[config.mk]
export PLATFORM = sky130hd
export DESIGN_NAME = dot11_ofdm_tx
export DESIGN_NICKNAME = d
export VERILOG_FILES = /design/src/rtl/dot11_ofdm_tx.sv
export SDC_FILE = /design/constraint.sdc
export NUM_CORES = 1
export LEC_CHECK = 0
export ABC_AREA = 1
export BUFFER_PORTS_ARGS = -buffer_cell sky130_fd_sc_hd__buf_2
export CAP_MARGIN = 20
export CORE_MARGIN = 5
export CORE_UTILIZATION = 45
export CTS_CLUSTER_SIZE = 25
export DETAILED_ROUTE_END_ITERATION = 16
export PLACE_DENSITY = 0.66
export SLEW_MARGIN = 20
export SYNTH_ARGS = -nofsm -noshare
export SYNTH_HDL_FRONTEND = slang
export SYNTH_SLANG_ARGS = --single-unit
[constraint.sdc]
create_clock -name clock -period 4.52 [get_ports clock]
set_input_delay 0.226 -clock clock [delete_from_list [all_inputs] [get_ports clock]]
set_output_delay 0.226 -clock clock [all_outputs]
set_load 0.01 [all_outputs]
[src/rtl/dot11_ofdm_tx.sv]
// dot11_ofdm_tx
// Simplified 802.11a legacy DATA-field transmitter, BPSK rate 1/2.
// The frame header word (BRAM word 0, bits [11:0] = PSDU length in bytes) is
// read first. The SERVICE/PSDU/tail/pad bit stream is then scrambled,
// convolutionally encoded (K=7, 133/171) and interleaved, one symbol at a time.
// Each symbol is streamed as 64 frequency-domain samples in FFT-bin order,
// with pilots, nulls and the per-bin mask applied.
//
// Ports
//   clock, reset            : clock, synchronous active-high reset
//   phy_tx_start            : single-cycle start request (honoured only in IDLE)
//   phy_tx_started          : busy flag, start+1 .. done pulse
//   phy_tx_done             : one-cycle pulse after the last sample transfers
//   init_pilot_scram_state  : pilot scrambler seed
//   init_data_scram_state   : data scrambler seed
//   bram_addr / bram_din    : 64-bit BRAM read port, 1-cycle read latency
//   result_iq_valid/ready   : sample handshake toward the IFFT
//   result_i / result_q     : sample value (q is always zero)
//   mask                    : bit k (k<64) forces bin k to zero
module dot11_ofdm_tx #(
  parameter int AMP = 8192
) (
  input  logic               clock,
  input  logic               reset,
  input  logic               phy_tx_start,
  output logic               phy_tx_started,
  output logic               phy_tx_done,
  input  logic [6:0]         init_pilot_scram_state,
  input  logic [6:0]         init_data_scram_state,
  input  logic [63:0]        bram_din,
  output logic [9:0]         bram_addr,
  input  logic               result_iq_ready,
  output logic               result_iq_valid,
  output logic signed [15:0] result_i,
  output logic signed [15:0] result_q,
  input  logic [127:0]       mask
);

  localparam logic signed [15:0] POS = 16'(AMP);
  localparam logic signed [15:0] NEG = 16'(-AMP);

  typedef enum logic [1:0] {S_IDLE, S_HDR, S_RUN, S_DONE} state_t;
  // Sub-phases of RUN: build one symbol bit by bit (stalling for BRAM word
  // fetches), then stream its 64 bins.
  typedef enum logic [1:0] {P_BIT, P_WAIT1, P_WAIT2, P_OUT} phase_t;

  state_t             state_q;
  phase_t             phase_q;
  logic               hdr_q;
  logic [15:0]        psdu_end_q;   // first bit index past the PSDU
  logic [15:0]        tail_end_q;   // first bit index past the tail
  logic [15:0]        bit_q;        // stream bit index
  logic [4:0]         j_q;          // bit index within current symbol
  logic [6:0]         dscr_q;
  logic [6:0]         pscr_q;
  logic [5:0]         hist_q;       // encoder history, [0] = newest
  logic [47:0]        ilv_q;        // interleaved coded bits of one symbol
  logic [63:0]        word_q;
  logic [9:0]         word_idx_q;   // BRAM word currently held in word_q
  logic [6:0]         bin_q;        // next bin to present; 64 = all presented
  logic               started_q;
  logic               done_q;
  logic               valid_q;
  logic signed [15:0] i_q;
  logic [9:0]         addr_q;

  logic               unused_mask_hi;
  assign unused_mask_hi = ^mask[127:64];

  // ---------------- bit source / scrambler / encoder ----------------
  logic [15:0] poff;
  logic        in_psdu, in_tail, need_fetch, in_bit, fb, sbit, enc_a, enc_b;
  logic [9:0]  need_word;
  logic [5:0]  pos_a, pos_b;

  function automatic logic [5:0] ilv_pos(input logic [5:0] k);
    return ({2'b00, k[3:0]} * 6'd3) + {4'b0000, k[5:4]};
  endfunction

  always_comb begin
    poff       = bit_q - 16'd16;
    in_psdu    = (bit_q >= 16'd16) && (bit_q < psdu_end_q);
    in_tail    = (bit_q >= psdu_end_q) && (bit_q < tail_end_q);
    need_word  = poff[15:6] + 10'd1;
    need_fetch = in_psdu && (need_word != word_idx_q);
    in_bit     = in_psdu ? word_q[poff[5:0]] : 1'b0;
    fb         = dscr_q[6] ^ dscr_q[3];
    sbit       = in_tail ? 1'b0 : (in_bit ^ fb);
    enc_a      = sbit ^ hist_q[1] ^ hist_q[2] ^ hist_q[4] ^ hist_q[5];
    enc_b      = sbit ^ hist_q[0] ^ hist_q[1] ^ hist_q[2] ^ hist_q[5];
    pos_a      = ilv_pos({j_q, 1'b0});
    pos_b      = ilv_pos({j_q, 1'b1});
  end

  // ---------------- bin value ----------------
  logic [5:0]         bin6;
  logic [5:0]         dat_idx;
  logic [63:0]        mask_lo;
  logic               pb;
  logic signed [15:0] samp;

  always_comb begin
    bin6    = bin_q[5:0];
    mask_lo = mask[63:0];
    pb      = pscr_q[6] ^ pscr_q[3];
    dat_idx = '0;
    samp    = '0;
    // Data index: ascending logical subcarrier -26..26 skipping 0, +-7, +-21
    if (bin6 >= 6'd38 && bin6 <= 6'd42)      dat_idx = bin6 - 6'd38;
    else if (bin6 >= 6'd44 && bin6 <= 6'd56) dat_idx = bin6 - 6'd39;
    else if (bin6 >= 6'd58)                  dat_idx = bin6 - 6'd40;
    else if (bin6 >= 6'd1 && bin6 <= 6'd6)   dat_idx = bin6 + 6'd23;
    else if (bin6 >= 6'd8 && bin6 <= 6'd20)  dat_idx = bin6 + 6'd22;
    else if (bin6 >= 6'd22 && bin6 <= 6'd26) dat_idx = bin6 + 6'd21;

    if (mask_lo[bin6] || bin6 == 6'd0 || (bin6 >= 6'd27 && bin6 <= 6'd37))
      samp = '0;
    else if (bin6 == 6'd7 || bin6 == 6'd43 || bin6 == 6'd57)
      samp = pb ? NEG : POS;
    else if (bin6 == 6'd21)
      samp = pb ? POS : NEG;
    else
      samp = ilv_q[dat_idx] ? POS : NEG;
  end

  // ---------------- control ----------------
  always_ff @(posedge clock) begin
    if (reset) begin
      state_q    <= S_IDLE;
      phase_q    <= P_BIT;
      hdr_q      <= 1'b0;
      psdu_end_q <= '0;
      tail_end_q <= '0;
      bit_q      <= '0;
      j_q        <= '0;
      dscr_q     <= '0;
      pscr_q     <= '0;
      hist_q     <= '0;
      ilv_q      <= '0;
      word_q     <= '0;
      word_idx_q <= '0;
      bin_q      <= '0;
      started_q  <= 1'b0;
      done_q     <= 1'b0;
      valid_q    <= 1'b0;
      i_q        <= '0;
      addr_q     <= '0;
    end else begin
      case (state_q)
        S_IDLE: begin
          if (phy_tx_start) begin
            state_q    <= S_HDR;
            phase_q    <= P_BIT;
            hdr_q      <= 1'b0;
            started_q  <= 1'b1;
            addr_q     <= '0;
            dscr_q     <= init_data_scram_state;
            pscr_q     <= init_pilot_scram_state;
            hist_q     <= '0;
            bit_q      <= '0;
            j_q        <= '0;
            word_idx_q <= '0;  // word 0 is the header, never a PSDU word
          end
        end
        S_HDR: begin
          // First cycle: address 0 is on the bus; second: data is valid.
          if (!hdr_q) begin
            hdr_q <= 1'b1;
          end else begin
            psdu_end_q <= 16'd16 + {1'b0, bram_din[11:0], 3'b000};
            tail_end_q <= 16'd22 + {1'b0, bram_din[11:0], 3'b000};
            state_q    <= S_RUN;
          end
        end
        S_RUN: begin
          case (phase_q)
            P_BIT: begin
              if (need_fetch) begin
                addr_q  <= need_word;
                phase_q <= P_WAIT1;
              end else begin
                dscr_q       <= {dscr_q[5:0], fb};
                hist_q       <= {hist_q[4:0], sbit};
                ilv_q[pos_a] <= enc_a;
                ilv_q[pos_b] <= enc_b;
                bit_q        <= bit_q + 16'd1;
                if (j_q == 5'd23) begin
                  j_q     <= '0;
                  bin_q   <= '0;
                  phase_q <= P_OUT;
                end else begin
                  j_q <= j_q + 5'd1;
                end
              end
            end
            P_WAIT1: phase_q <= P_WAIT2;
            P_WAIT2: begin
              word_q     <= bram_din;
              word_idx_q <= addr_q;
              phase_q    <= P_BIT;
            end
            P_OUT: begin
              // Load a new sample only when the output register is free.
              if (!valid_q || result_iq_ready) begin
                if (!bin_q[6]) begin
                  valid_q <= 1'b1;
                  i_q     <= samp;
                  bin_q   <= bin_q + 7'd1;
                end else begin
                  valid_q <= 1'b0;
                  i_q     <= '0;
                  phase_q <= P_BIT;
                  pscr_q  <= {pscr_q[5:0], pb};
                  if (bit_q >= tail_end_q) begin
                    state_q   <= S_DONE;
                    done_q    <= 1'b1;
                    started_q <= 1'b0;
                  end
                end
              end
            end
            default: phase_q <= P_BIT;
          endcase
        end
        S_DONE: begin
          done_q  <= 1'b0;
          state_q <= S_IDLE;
        end
        default: state_q <= S_IDLE;
      endcase
    end
  end

  assign phy_tx_started  = started_q;
  assign phy_tx_done     = done_q;
  assign bram_addr       = addr_q;
  assign result_iq_valid = valid_q;
  assign result_i        = i_q;
  assign result_q        = '0;

endmodule

==> impl_results.md <==
- Total vias in the final route: 15194
- Starting utilization of the core area: between 40% and 50%
- Length of routed met2 wiring: 19900 um
- Post-synth top area share: 28.9%
- Arrival time worst endpoint: 4.44 ns
- Total wirelength of the detailed-routed design: ~43000 um
- Filler cells: between 3000 and 4000
- Hold-critical path depth: 3
- Max-cap violations: 0
- Endpoint of the worst-slack reg-to-reg timing path: ilv_q[4]
- DRC Markers: 0
- Yosys top cell by area: dfxtp_1
- Worst setup slack for register-to-register paths: roughly 0.55 ns
- Gr ovfl total: 0
- Number of gates given a new drive strength after cts: 0
- Share of synthesized area occupied by flip-flops and latches: roughly 29%
- Leading cell type in the layout, fill and taps excluded: nand2_1
- Largest fanout on the critical path: 48
- Post-route antenna net violation count: 0
- Iteration-0 DRC Markers: around 1200
- Post-CTS setup-driven buffer insertion count: 0
- Highest-count cells in the layout ignoring fill and taps: nand2_1 (559), nor2_1 (343), o21ai_0 (244)
- DIE WIDTH: 187 um
- Total number of placement rows: 64
- Startpoint of the most critical register-to-register path: bit_q[13]
- Finished layout cell area: between 15000 and 20000 um^2
- Result of the run: finished, final reports clean
- Cts bufs inserted: 25
- Number of setup violations in the final report: 0
- Top routing layer used: met4
- Port bufs: approximately 160
- Vias in the first global route: 13882
- Largest cells by area after synthesis: dfxtp_1 (29%), nand2_1 (15%), nor2_1 (9.1%)
- Ant. Diodes: 0
- Register bit total from synthesis: slightly above 200
- Gate count of the mapped netlist: around 2300
- Critical path data required time: 4.99 ns
- Slew at the pin closest to its max-slew limit: ~1.0 ns
- Mapped Area: 14100 um^2
- RSZ-0062 raised after global routing: false
- Average wire per cell in the routed design: roughly 15 um
- Number of hold-slack violations in the final timing report: 0
- Number of antenna violations at the first check in global routing: 0
- Number of ports placed on the die boundary: 255
- Dpl hpwl: 29000 um
- Number of buffers on the longest clock path: 3
- Number of slew-limit violations in the final report: 0
- Peak supply drop: approximately 0.00047 V
- Power density over cell area: between 400 and 500 nW/um^2
- Share of final-layout standard cells stronger than drive strength 1: a little under an eighth
- TritonCTS clock tree: built
- Placeable core area: 30700 um^2
- GRT Total Usage: a little under a quarter
- Post-layout net count: between 2000 and 3000
- First-pass GRT wire length: 68800 um
- Worst slew margin relative to its limit: 30.0%
- Clock skew after layout: 0.0172 ns
- Category of the worst setup path capture point: register
- Vert. Die Dim: 187 um
- Drt first pass iters: 6
- Average instance area after synthesis: slightly above 6 um^2
- Met3 layer wire length in the routed design: between 2000 and 3000 um
- Wire length on met1: approximately 19000 um
- Capture endpoint of the worst hold path: pscr_q[2]
- Final-layout setup total negative slack: 0 ns
- Count of unique library cells instantiated by Yosys: 53
- TritonCTS sink count: approximately 200
- Clock root cell: clkbuf_16
- Placer's final routability congestion estimate: 0.932
- Hold-fix buffers, CTS: 61
- HP Class: primary input to register
- Area Overhead vs Synth: 17.2%
- Period utilisation layout: 87.8%
- Reported leakage power: between 7 and 8 nW
- Start point of the worst min-delay path: init_pilot_scram_state[2]
- Clock H-tree levels: 1
- Final total power: 7.13 mW
- Total number of yosys warnings: 0
- Area of the die: around 35000 um^2
- Final critical delay including setup and external delays: ~4.0 ns
- Clock input transition at the sequential cells of the worst setup and hold paths: 0.06 ns
- Clock Latency Late Sink: 0.55 ns
- Area post-placement: between 15000 and 20000 um^2
- R2R cell count: 15
- Category of the critical setup timing path: register to register
- Kind of launch point of the worst setup path: register
- Maximum achievable frequency: between 200 and 300 MHz
- Post-DR vias/cell: ~5.3
- Pin count of the biggest net entering global routing: 73
flip-flops by register name, indices dropped and copies added (netlist names):
name,cells
bin_q,7
bit_q,16
bram_addr,10
dscr_q,7
hdr_q,1
hist_q,6
ilv_q,48
j_q,5
phase_q,2
phy_tx_done,1
phy_tx_started,1
pscr_q,7
psdu_end_q,13
result_i,2
result_iq_valid,1
state_q,2
tail_end_q,1
word_idx_q,10
word_q,64
critical path: stages (launching register included):
cell,delay [ns]
dfxtp_1,0.51
ha_1,0.33
a21oi_1,0.14
nor2_1,0.05
a2111oi_0,0.71
nand2_1,0.20
a21oi_1,0.42
nand3_1,0.27
xor2_1,0.26
nand2_1,0.17
xnor2_2,0.21
buf_12,0.25
nand2_1,0.10
nand2_1,0.09
nor2_1,0.04
nor2_1,0.08
cell families (layout without fill, tap and decap cells):
| logic type | count (synthesis) | count (layout) | synth area share [%] |
|---|---|---|---|
| compound gates | 506 | 506 | 19.5 |
| other cells | 1 | 29 | 0.0266 |
| simple gates | 1078 | 1078 | 30.8 |
| fa+ha+maj | 52 | 52 | 4.71 |
| buf+inv | 380 | 532 | 11.6 |
| flops | 204 | 204 | 28.9 |
| xor+xnor | 69 | 69 | 4.47 |
worst max-delay path by stage:
stage	startpoint	slack [ns]	endpoint
after floorplan	bin_q[0]	1.15	result_i[14]
after global placement	bit_q[4]	0.59	ilv_q[42]
after detailed placement	bit_q[4]	0.59	ilv_q[34]
after CTS	bit_q[4]	0.55	ilv_q[34]
after global routing	bit_q[4]	0.18	ilv_q[25]
final	bit_q[13]	0.55	ilv_q[4]
layout make-up:
type / count / area, um^2 / area share (%)
clock buffers: 39 / 778 / 4.70
repair buffers: 251 / 1670 / 10.1
inverters: 237 / 892 / 5.39
multi-input cells: 1734 / 8540 / 51.6
clock inverters: 5 / 90.1 / 0.544
flip-flops and latches: 204 / 4080 / 24.7
well taps: 396 / 495 / 2.99
Yosys cell counts (all sizes together):
master,instances
a211oi,2
a22oi,1
or2,2
o2111ai,2
nand3b,2
nand2,565
nor2,348
a21o,1
o211a,1
o221ai,4
xnor2,21
conb,1
buf,78
and2,2
o2bb2ai,1
a221oi,3
clkinv,4
fa,2
inv,233
ha,50
nand4,14
dfxtp,204
a22o,3
nor4,1
a31oi,13
o21ai,266
o211ai,15
a21oi,174
nor3,16
o31ai,1
a2111oi,2
or3b,1
o22ai,17
xor2,48
clkbuf,65
nand3,127
report_power, final:
group          internal [mW]  total [mW]  switching, mW
clock                   1.29        2.11          0.815
sequential              2.04        2.18          0.144
combinational          0.821        2.84           2.02
total                   4.15        7.13           2.97
layer usage:
metal  vias up  track usage [%]
li1       7649                -
met1      7002             30.4
met2       463             39.6
met3        80             2.67
met4         0             7.54
met5         -                0
metrics by stage:
stage               util, %  setup WS [ns]  instances  hold WS (ns)
floorplan                 -           1.15       2318         0.316
global placement       49.0          0.595       2761         0.435
detailed placement     49.0          0.591       2761         0.436
CTS                    53.8          0.548       2866     0.0000347
global route           53.8          0.179       2866        0.0247
finish                 53.8          0.550       2866       0.00437
No activity file was read; power rests on OpenSTA's default activity.
